<file path="src/rtl/reg_port_arbiter.sv">
`default_nettype none
// ---------------------------------------------------------------------------
// reg_port_arbiter: round-robin sharing of one reg_file write/read port pair
// between requesters A and B using a fixed IDLE -> ISSUE -> DONE transaction.
// Revision: 1.0
// ---------------------------------------------------------------------------
module reg_port_arbiter #(
  parameter int ADDR_WIDTH = 5,
  parameter int DATA_WIDTH = 32
) (
  input  logic                  clk,
  input  logic                  rst,
  input  logic                  a_req,
  input  logic                  a_we,
  input  logic [ADDR_WIDTH-1:0] a_addr,
  input  logic [DATA_WIDTH-1:0] a_wdata,
  output logic                  a_gnt,
  output logic                  a_done,
  output logic [DATA_WIDTH-1:0] a_rdata,
  input  logic                  b_req,
  input  logic                  b_we,
  input  logic [ADDR_WIDTH-1:0] b_addr,
  input  logic [DATA_WIDTH-1:0] b_wdata,
  output logic                  b_gnt,
  output logic                  b_done,
  output logic [DATA_WIDTH-1:0] b_rdata,
  output logic [ADDR_WIDTH-1:0] rf_waddr,
  output logic                  rf_wen,
  output logic [DATA_WIDTH-1:0] rf_wdata,
  output logic [ADDR_WIDTH-1:0] rf_raddr,
  input  logic [DATA_WIDTH-1:0] rf_rdata,
  output logic                  busy
);

  typedef enum logic [1:0] {
    S_IDLE  = 2'd0,
    S_ISSUE = 2'd1,
    S_DONE  = 2'd2
  } state_e;

  state_e                  state_q,     state_d;
  logic                    last_b_q,    last_b_d;
  logic                    cmd_b_q,     cmd_b_d;
  logic                    cmd_we_q,    cmd_we_d;
  logic [ADDR_WIDTH-1:0]   cmd_addr_q,  cmd_addr_d;
  logic [DATA_WIDTH-1:0]   cmd_wdata_q, cmd_wdata_d;
  logic [DATA_WIDTH-1:0]   a_rdata_q,   a_rdata_d;
  logic [DATA_WIDTH-1:0]   b_rdata_q,   b_rdata_d;
  logic                    win_b;

  always_ff @(posedge clk or posedge rst) begin
    if (rst) begin
      state_q     <= S_IDLE;
      last_b_q    <= 1'b1;
      cmd_b_q     <= 1'b0;
      cmd_we_q    <= 1'b0;
      cmd_addr_q  <= '0;
      cmd_wdata_q <= '0;
      a_rdata_q   <= '0;
      b_rdata_q   <= '0;
    end else begin
      state_q     <= state_d;
      last_b_q    <= last_b_d;
      cmd_b_q     <= cmd_b_d;
      cmd_we_q    <= cmd_we_d;
      cmd_addr_q  <= cmd_addr_d;
      cmd_wdata_q <= cmd_wdata_d;
      a_rdata_q   <= a_rdata_d;
      b_rdata_q   <= b_rdata_d;
    end
  end

  always_comb begin
    state_d     = state_q;
    last_b_d    = last_b_q;
    cmd_b_d     = cmd_b_q;
    cmd_we_d    = cmd_we_q;
    cmd_addr_d  = cmd_addr_q;
    cmd_wdata_d = cmd_wdata_q;
    a_rdata_d   = a_rdata_q;
    b_rdata_d   = b_rdata_q;
    // B wins when alone, or when both ask and A was the previous winner.
    win_b       = b_req && (!a_req || !last_b_q);
    case (state_q)
      S_IDLE: begin
        if (a_req || b_req) begin
          cmd_b_d     = win_b;
          cmd_we_d    = win_b ? b_we    : a_we;
          cmd_addr_d  = win_b ? b_addr  : a_addr;
          cmd_wdata_d = win_b ? b_wdata : a_wdata;
          last_b_d    = win_b;
          state_d     = S_ISSUE;
        end
      end
      S_ISSUE: begin
        if (!cmd_we_q) begin
          if (cmd_b_q) b_rdata_d = rf_rdata;
          else         a_rdata_d = rf_rdata;
        end
        state_d = S_DONE;
      end
      S_DONE:  state_d = S_IDLE;
      default: state_d = S_IDLE;
    endcase
  end

  assign rf_waddr = cmd_addr_q;
  assign rf_raddr = cmd_addr_q;
  assign rf_wdata = cmd_wdata_q;
  assign rf_wen   = (state_q == S_ISSUE) && cmd_we_q;
  assign a_gnt    = (state_q == S_ISSUE) && !cmd_b_q;
  assign b_gnt    = (state_q == S_ISSUE) &&  cmd_b_q;
  assign a_done   = (state_q == S_DONE)  && !cmd_b_q;
  assign b_done   = (state_q == S_DONE)  &&  cmd_b_q;
  assign a_rdata  = a_rdata_q;
  assign b_rdata  = b_rdata_q;
  assign busy     = (state_q != S_IDLE);

endmodule
`default_nettype wire

</file>
<file path="config.mk">
export PLATFORM = sky130hd
export DESIGN_NAME = reg_port_arbiter
export DESIGN_NICKNAME = d
export VERILOG_FILES = /design/src/rtl/reg_port_arbiter.sv
export SDC_FILE = /design/constraint.sdc
export NUM_CORES = 1
export LEC_CHECK = 0
export CELL_PAD_IN_SITES_DETAIL_PLACEMENT = 1
export CELL_PAD_IN_SITES_GLOBAL_PLACEMENT = 1
export CORE_UTILIZATION = 32
export CTS_CLUSTER_DIAMETER = 150
export DETAILED_ROUTE_END_ITERATION = 10
export PLACE_DENSITY = 0.81
export SLEW_MARGIN = 20
export SYNTH_ARGS = -nofsm -noshare
export SYNTH_HDL_FRONTEND = slang
export SYNTH_SLANG_ARGS = --single-unit
</file>
<file path="constraint.sdc">
create_clock -name clk -period 5.69 [get_ports clk]
set_clock_uncertainty 0.2 [all_clocks]
set_input_delay 1.707 -clock clk [delete_from_list [all_inputs] [get_ports clk]]
set_output_delay 1.707 -clock clk [all_outputs]
set_load 0.01 [all_outputs]
</file>
[Word level (Yosys, flattened, before mapping)]
Cells that the tools add are included.
Cells by class
  $add $sub $neg: 0
  multipliers: 0
  div/mod/pow operators: 0
  magnitude comparators: 0
  equal/unequal tests: 3
  shift operators: 0
  multiplexer cells: 5
  bitwise operators: 2
  reductions and logical operators: 16
Operator list (count)
  two-way mux 32 bit: 1
  logical AND 1 bit: 6
  AND reduction 3 bit: 2
  two-way mux 5 bit: 1
  one-hot mux 2 bit (2 select lines): 1
  logical NOT 1 bit: 3
  equality test 2 x 1 -> 1 bit (second input constant): 1
  equality test 2 bit (second input constant): 1
  logical NOT 2 bit: 1
  logical OR 1 bit: 2
  two-way mux 2 bit: 1
  inequality test 2 bit (second input constant): 1
  NOT 1 bit: 2
  AND reduction 2 bit: 1
  nonzero test 2 bit: 1
  two-way mux 1 bit: 1
Word-level totals
  flip-flop bits (word level): 106
  bits in latches: 0
  memory bits (writable): 0
  bits in read-only memories: 0
  bits of input ports: 112
  output and inout bits: 112
  word-level logic and storage cells: 34
  memories: 0

[Depth between registers and ports, before layout]
Gate-level depths: netlist (run 1).
  depth in word-level cells: 4
  gate-level depth with buffers: 5
  gate-level depth less buffers: 3

[Worst setup path before layout (run 1)]
OpenSTA, ideal clock, no wires.
  kind: input-to-reg
  start point: input b_req
  end point: register cmd_wdata_q[8] (netlist: rf_wdata[8])
  library setup time: 0.125 ns
  arrival: 2.737 ns
  required time: 5.365 ns
  setup slack: 2.628 ns
  stages: 5
  path buffers: 2
  path through: a21bo_2 buf_6 buf_6 mux2_4 mux2_4
Between the ends
  cells in the longest elaborated chain, start to end: 2
Ends and longest elaborated chain
  from (decl): RTL line 20  | input logic b_req,
  logical AND 1 bit or logical OR 1 bit (tied branches): RTL line 83, 86
  two-way mux 32 bit or AND reduction 2 bit (tied branches)
  to (signal assigned): RTL line 67  | cmd_wdata_q <= cmd_wdata_d;
  to (decl): RTL line 46  | logic [DATA_WIDTH-1:0] cmd_wdata_q, cmd_wdata_d;
Parallel ways exist; a longest one is shown, timed or not.
A chain may end at the register's enable or synchronous reset.

[Worst setup path in the final report (run 1)]
  start point: register state_q[1]
  end point: output rf_wen
Between the ends
  cells in the longest elaborated chain, start to end: 2
Ends and longest elaborated chain
  from (decl): RTL line 41  | state_e state_q, state_d;
  from (signal assigned): RTL line 62  | state_q <= state_d;
  equality test 2 x 1 -> 1 bit: RTL line 110  | assign rf_wen = (state_q == S_ISSUE) && cmd_we_q;
  logical AND 1 bit: RTL line 110
  to (decl): RTL line 28  | output logic rf_wen,
No other way between the ends.

==> results of run 1 <==
## cells by family after synthesis
| kind of cell | after synthesis | synth area share |
|---|---|---|
| multiplexers | 140 | 0.3632 |
| flip-flops | 106 | 0.5862 |
| buffers and inverters | 23 | 0.02985 |
| AND/OR/NAND/NOR | 9 | 0.01299 |
| AO/OA/AOI/OAI | 5 | 0.007740 |
## routing by layer
layer / vias to the layer above / share of wire / wire (um)
li1: 1436 / - / -
met1: 1608 / 0.39 / 5033
met2: 132 / 0.51 / 6621
met3: 26 / 0.061 / 780
met4: 0 / 0.034 / 444
met5: - / 0 / 0
## per-stage QoR
step / cells / instance area (um2)
final: 685 / 7194
after global routing: 685 / 7194
after CTS: 685 / 7179
after detailed placement: 670 / 6903
after global placement: 670 / 6903
after floorplan: 283 / 4527
## flip-flops by register name, summed over array words and instances (netlist names)
signal	cells
a_rdata	32
b_rdata	32
cmd_b_q	1
cmd_we_q	1
last_b_q	1
rf_raddr	5
rf_wdata	32
state_q	2
## cells in the final DEF, fill, tap and decap left out, drive strengths merged, types with 2 or more instances in the layout
cell / count
clkdlybuf4s50: 223
buf: 3
clkinv: 2
clkbuf: 10
mux2: 140
nor3b: 2
nor3: 2
dfrtp: 105
nor2: 3
inv: 6
## power by group through the flow
stage / sequential (mW) / clock, mW / combinational, mW
global route: 1.42 / 0.644 / 2.07
finish: 1.36 / 0.595 / 1.95
floorplan: 1.52 / 0 / 0.745
CTS: 1.37 / 0.621 / 1.98
global placement: 1.35 / 0 / 1.91
detailed placement: 1.38 / 0 / 1.97
## worst max-delay path, cell delays in order, from the launching register on
cell and delay, ns:
dfrtp_1 0.40, nand2b_1 0.29, inv_1 0.13, and2_1 0.12
clkdlybuf4s50_1 0.55
## final timing paths
| check | startpoint | to | slack [ns] | cells after the start |
|---|---|---|---|---|
| max | state_q[1] | rf_wen | 1.94 | 4 |
| min | a_rdata[16] | a_rdata[16] | 0.30 | 1 |
| max reg2reg | last_b_q | rf_wdata[26] | 3.58 | 3 |
| min reg2reg | a_rdata[16] | a_rdata[16] | 0.30 | 1 |
| max in group asynchronous | rst | last_b_q | 2.71 | 3 |
| min in group asynchronous | rst | rf_wdata[28] | 1.67 | 2 |
## area by class of cell
| cell class | count | area (um2) |
|---|---|---|
| clock buffer | 10 | 239.0 |
| clock inverter | 5 | 37.54 |
| fill | 1373 | 6633 |
| inverter | 4 | 20.02 |
| multi-input combinational | 154 | 1764 |
| sequential | 106 | 2654 |
| tap | 180 | 225.2 |
| timing repair buffer | 226 | 2255 |
==> results_dict.tcl, run 1 <==
set metrics [dict create \
    status "complete, no violations" \
    grt.busiest_layer "met2" \
    drtIter0Drc 90 \
    synth-seq-cells 106 \
    cts_hold_buf 0 \
    hold_class "register to register" \
    setup_ws_ns 1.937 \
    synth_ff_type "dfrtp_1" \
    syn-cell-area_um2 4527 \
    p_leak_nw 2.957 \
    finalMaxSlewViolations 0 \
    synth_top_area_share 0.5804 \
    fin_crit_sh 0.6595 \
    ant_nets 0 \
    syn_avg_cell_area_um2 16.00 \
    synth_nets 395 \
    gp_congestion 0.7371 \
    post-cts-setup-buffer-count 0 \
    p_comb_frac 0.498 \
    rsz0062_at_grt "false" \
    cts_buffers 9 \
    irDropWorstVdd_uv 283.9 \
    final_nets 613 \
    slew_headroom 0.4972 \
    root_buffer "clkbuf_16" \
    cts_max_path_buffers 2 \
    grt_pass1_vias 3571 \
    postLayoutCoreUtil 0.5203 \
    dieWidth_um 120.9 \
    cts_tree "done" \
    synthCells 283 \
    synth_warnings 0 \
    clock_latency_ns 0.35 \
    htreeDepth 3 \
    ioPinCount 224 \
    routed_wirelength_mm 12.88 \
    cp_max_fo 5 \
    synth_area_leader_cell "dfrtp_1" \
    post-place-ws_ns 1.517 \
    met2_usage 0.3046 \
    finalCriticalPeriod_ns 3.753 \
    cts.sinks 106 \
    dp_hpwl_mm 9.371 \
    synth-edff-count 0 \
    maxCapViolCount 0 \
    vias 3202 \
    die_h_um 120.9 \
    path_clk_slew_ns 0.07 \
    setup_tns_ns 0 \
    seqPwrFrac 0.349 \
    p_int_mw 2.669 \
    die_area_um2 14630 \
    power_switching_share 0.3164 \
    drt_pre_antenna_iters 4 \
    crit_type "register to primary output" \
    arrival_ns 1.85 \
    io_buffers 223 \
    syn_to_final_growth_pct 58.93 \
    wl_per_cell_um 18.80 \
    gr-usage-met3 0.04370 \
    worst_pin_slew_ns 0.7543 \
    netlist_top_cells_area "dfrtp_1 (58%), mux2_2 (29%), mux2_4 (6.0%)" \
    cts_resized 0 \
    cellPowerDensity_nw_per_um2 542.8 \
    switchingPower_mw 1.236 \
    grt_max_degree 83 \
    ys_types 19 \
    pwr-share-clk 0.152 \
    fp.coreArea_um2 13830 \
    grt_remaining_overflow 0 \
    async_reset_ff_frac 1.000 \
    grt_use_met1 0.2094 \
    holdWs_ns 0.2952 \
    drt_drc_violations_left 0 \
    yosysMostFrequentCell "mux2_2" \
    yosys-top-cells-count "mux2_2 (118), dfrtp_1 (105), mux2_4 (18), buf_2 (12), buf_4 (5)" \
    grt_pass1_wl_mm 19.82 \
    antenna_found_initial 0 \
    power_mw 3.905 \
    final-hold-violation-count 0 \
    cp-end-kind "primary output" \
    std_cell_rows 43 \
    initial_core_util 0.3274 \
    vias_per_cell 4.674 \
    diodes 0 \
    grt_use_total 0.1791 \
    max_freq_mhz 266.5 \
    ys_seq_area_frac 0.5862 \
    worst_setup_path_start_kind "register" \
    required_ns 3.78 \
    drive_above_1_share 0.3168 \
    setup_viol 0 \
]
(Power assumes the default switching activity.)
==> run 2: changes to the inputs <==
Clock period 5.69 ns to 3.77 ns, I/O delays scaled along.
==> run 2 against run 1 <==
Against the previous run: via count down 0.25%; clock power up 58%; combinational power up 52%; largest power group unchanged; critical endpoint unchanged; non-clock buffer count up 6; critical path depth unchanged; largest cell class unchanged; register-to-register slack worse by 1.8 ns; sequential power up 52%.
==> results_dict.tcl, run 2 (synthesized netlist as in run 1, its figures left out) <==
set metrics [dict create \
    die_area_um2 14630 \
    final_cell_mix "clkdlybuf4s50_1 (223), mux2_2 (118), dfrtp_1 (105), mux2_4 (18), clkbuf_16 (9)" \
    setup_tns_ns 0 \
    setup_ws_ns 0.5913 \
    r2r_slack_ns 1.77 \
    final_common_cell "clkdlybuf4s50_1" \
    dieWidth_um 120.9 \
    fill_cells 1367 \
    ioPinCount 224 \
    power_mw 5.969 \
    crit_start "state_q[1]" \
    post-place-ws_ns 0.7159 \
    drive_above_1_share 0.3229 \
    grt_max_degree 41 \
    rsz0062_at_grt "false" \
    diodes 0 \
    htreeDepth 3 \
    wl_per_cell_um 18.83 \
    cts_hold_buf 0 \
    antenna_found_initial 0 \
    gp_congestion 0.7572 \
    fp.coreArea_um2 13830 \
    drtIter0Drc 97 \
    routed_wirelength_mm 13.01 \
    cts_max_path_buffers 2 \
    status "complete, no violations" \
    grt_use_total 0.1860 \
    max_freq_mhz 314.6 \
    worst_setup_path_start_kind "register" \
    final-hold-violation-count 0 \
    stdcell_area_um2 7277 \
    cp_max_fo 5 \
    holdWs_ns 0.2941 \
    reg2regPathDepth 4 \
    cts_buffers 9 \
    hold_depth 1 \
    ant_nets 0 \
    root_buffer "clkbuf_16" \
    clock_latency_ns 0.34 \
    vias 3194 \
    cellPowerDensity_nw_per_um2 820.2 \
    initial_core_util 0.3274 \
    cts_tree "done" \
    setup_viol 0 \
    required_ns 2.44 \
    cts_resized 0 \
    dp_hpwl_mm 9.623 \
    reg2reg_from "state_q[1]" \
    std_cell_rows 43 \
    crit_path_top_delay_cell "clkdlybuf4s50_1" \
    hp-start "b_rdata[30]" \
    post-cts-setup-buffer-count 0 \
    grt_pass1_vias 3678 \
    final_nets 619 \
    fin_crit_sh 0.8432 \
    path_clk_slew_ns 0.07 \
    final_cells 691 \
    syn_to_final_growth_pct 60.75 \
    grt_remaining_overflow 0 \
    crit_type "register to primary output" \
    arrival_ns 1.85 \
    grt_pass1_wl_mm 20.62 \
    finalCriticalPeriod_ns 3.179 \
    vias_per_cell 4.622 \
    path_cells "nand2b_1, inv_1, and2_1, clkdlybuf4s50_1" \
    die_h_um 120.9 \
    drt_drc_violations_left 0 \
    finalMaxSlewViolations 0 \
    slew_headroom 0.5256 \
    post-place-cells 676 \
    hold_class "register to register" \
    drt_pre_antenna_iters 3 \
    maxCapViolCount 0 \
    io_buffers 223 \
    cp-end-kind "primary output" \
    dpl_cell_area_um2 6987 \
    postLayoutCoreUtil 0.5263 \
    slowest_delay_ns 0.58 \
    p_leak_nw 2.998 \
    worst_pin_slew_ns 0.7100 \
    irDropWorstVdd_uv 357.6 \
    cts.sinks 106 \
]
==> run 2: final cells by class <==
| cell class | count | area (um2) | area share |
|---|---|---|---|
| Clock inverter | 5 | 61.31 | 0.008425 |
| Timing Repair Buffer | 232 | 2337 | 0.3212 |
| Inverter | 4 | 18.77 | 0.002579 |
| Multi-Input combinational cell | 154 | 1752 | 0.2407 |
| Clock buffer | 10 | 229.0 | 0.03146 |
| Sequential cell | 106 | 2654 | 0.3647 |
| Tap cell | 180 | 225.2 | 0.03095 |
==> run 2: final timing paths <==
check                              end
max in group asynchronous  a_rdata[15]
hold / removal             b_rdata[30]
hold reg to reg            b_rdata[30]
setup / recovery                rf_wen
min in group asynchronous  a_rdata[22]
setup reg to reg           b_rdata[10]
==> run 2: critical path, delay by kind of cell (launching register included) <==
| family | cells | cell delay, ns |
|---|---|---|
| AND/OR/NAND/NOR | 2 | 0.41 |
| flip-flops | 1 | 0.40 |
| buffers and inverters | 2 | 0.70 |
==> run 2: metal layers <==
metal,global-route usage,vias to the layer above,routed length [um]
li1,-,1445,-
met3,0.04652,18,813
met1,0.2145,1622,5007
met5,0,-,0
met2,0.3264,109,6873
met4,0.07793,0,318
==> run 2: power breakdown <==
part	switching, mW	leakage, nW	internal (mW)
Sequential	0.338	1.26	1.73
Combinational	1.10	1.60	1.86
Clock	0.423	0.143	0.517
==> run 3: changes to the inputs <==
Clock period 3.77 ns to 3.15 ns, I/O delays scaled along.
==> run 3 against run 2 <==
Against the previous run: total power grew 21%; wire length shrank 1.1%; worst setup slack worse by 0.43 ns; die area did not move; utilization up 0.082 points; first-iteration DRC count decreased by 27%; register-to-register slack got worse by 0.69 ns; critical path depth did not move; sequential cell count is the same; sequential share of layout area decreased by 0.056 points; combinational power increased by 20%.
==> results_dict.tcl, run 3 (synthesized netlist as in run 1, its figures left out) <==
set metrics [dict create \
    crit_type "register to primary output" \
    antenna_found_initial 0 \
    status "complete, no violations" \
    io_buffers 223 \
    setup_tns_ns 0 \
    path_cells "nand2b_1, inv_1, and2_1, clkdlybuf4s50_1" \
    cp_max_fo 5 \
    finalCriticalPeriod_ns 2.986 \
    final-hold-violation-count 0 \
    slowest_delay_ns 0.58 \
    final_cell_mix "clkdlybuf4s50_1 (223), mux2_2 (118), dfrtp_1 (105), mux2_4 (18), clkbuf_16 (9)" \
    post-place-cells 674 \
    vias 3215 \
    dp_hpwl_mm 9.449 \
    setup_viol 0 \
    grt_remaining_overflow 0 \
    path_buf_inv 2 \
    grt_pass1_wl_mm 19.89 \
    grt_pass1_vias 3621 \
    routed_wirelength_mm 12.87 \
    crit_path_top_delay_cell "clkdlybuf4s50_1" \
    fin_crit_sh 0.9481 \
    cts_buffers 9 \
    wl_per_cell_um 18.66 \
    worst_setup_path_start_kind "register" \
    dieWidth_um 120.9 \
    grt_max_degree 76 \
    worst_pin_slew_ns 0.4771 \
    die_area_um2 14630 \
    post-cts-setup-buffer-count 0 \
    drtIter0Drc 71 \
    hold_class "register to register" \
    cts_tree "done" \
    final_nets 617 \
    cts.sinks 106 \
    clock_latency_ns 0.34 \
    path_clk_slew_ns 0.07 \
    initial_core_util 0.3274 \
    cts_hold_buf 0 \
    arrival_ns 1.84 \
    cellPowerDensity_nw_per_um2 989.1 \
    ant_nets 0 \
    std_cell_rows 43 \
    required_ns 2.00 \
    die_h_um 120.9 \
    htreeDepth 3 \
    cts_max_path_buffers 2 \
    vias_per_cell 4.659 \
    slew_headroom 0.6820 \
    fill_cells 1371 \
    root_buffer "clkbuf_16" \
    rsz0062_at_grt "false" \
    irDropWorstVdd_uv 417.8 \
    crit_family "buffers and inverters" \
    drt_pre_antenna_iters 4 \
    fp.coreArea_um2 13830 \
    holdWs_ns 0.2911 \
    drive_above_1_share 0.3235 \
    diodes 0 \
    grt_use_total 0.1799 \
    cp-end-kind "primary output" \
    syn_to_final_growth_pct 61.00 \
    maxCapViolCount 0 \
    ioPinCount 224 \
    final_cells 690 \
    final_common_cell "clkdlybuf4s50_1" \
    drt_drc_violations_left 0 \
    cts_resized 0 \
    gp_congestion 0.7058 \
    p_leak_nw 2.997 \
    max_freq_mhz 334.9 \
    finalMaxSlewViolations 0 \
]
[run 3: cell types whose count changed in the layout (fill, tap and decap cells not counted)]
cell	previous run	this run
clkinvlp_4	1	2
clkinv_8	0	1
buf_4	6	4
clkinv_2	1	0
clkinv_4	1	0
inv_6	2	3
inv_8	0	1
clkbuf_1	1	0
[run 3: path summary, 6_finish.rpt]
check | start | cells past startpoint | slack, ns | endpoint
worst max register to register | state_q[0] | 4 | 1.08 | rf_wdata[4]
min in group asynchronous | rst | 3 | 0.87 | rf_wdata[30]
worst max-delay path | state_q[1] | 4 | 0.16 | rf_wen
worst min-delay path | b_rdata[30] | 1 | 0.29 | b_rdata[30]
worst min register to register | b_rdata[30] | 1 | 0.29 | b_rdata[30]
max in group asynchronous | rst | 3 | 1.50 | last_b_q
[run 3: metrics by stage]
step / power, mW / utilization / setup WS, ns / area [um2]
after floorplan: 4.097 / - / 0.7323 / 4531
after global placement: 5.932 / 0.5042 / 0.3365 / 6972
after detailed placement: 6.079 / 0.5042 / 0.2799 / 6972
after CTS: 7.336 / 0.5271 / 0.1286 / 7288
after global routing: 7.608 / 0.5271 / 0.05637 / 7288
final: 7.209 / 0.5271 / 0.1636 / 7288
[run 3: final cells by class]
type                       instances  area [um2]  area share
clock buffer                       9       225.2     0.03090
clock inverter                     7       91.34     0.01253
inverter                           4       18.77    0.002575
multi-input combinational        154        1752      0.2403
sequential                       106        2654      0.3641
tap                              180       225.2     0.03090
timing repair buffer             230        2322      0.3186
[run 3: routing by layer]
metal  vias to the layer above  global-route usage  part of all wire
met3                        27             0.04464             0.060
met5                         -                   0                 0
li1                       1450                   -                 -
met1                      1615              0.1993              0.38
met2                       123              0.3193              0.53
met4                         0             0.08873             0.034
[run 3: report_power, final]
part	switching, mW	leakage, nW	total, mW	internal [mW]
Combinational	1.32	1.59	3.54	2.23
Clock	0.556	0.152	1.19	0.638
Sequential	0.402	1.26	2.47	2.07
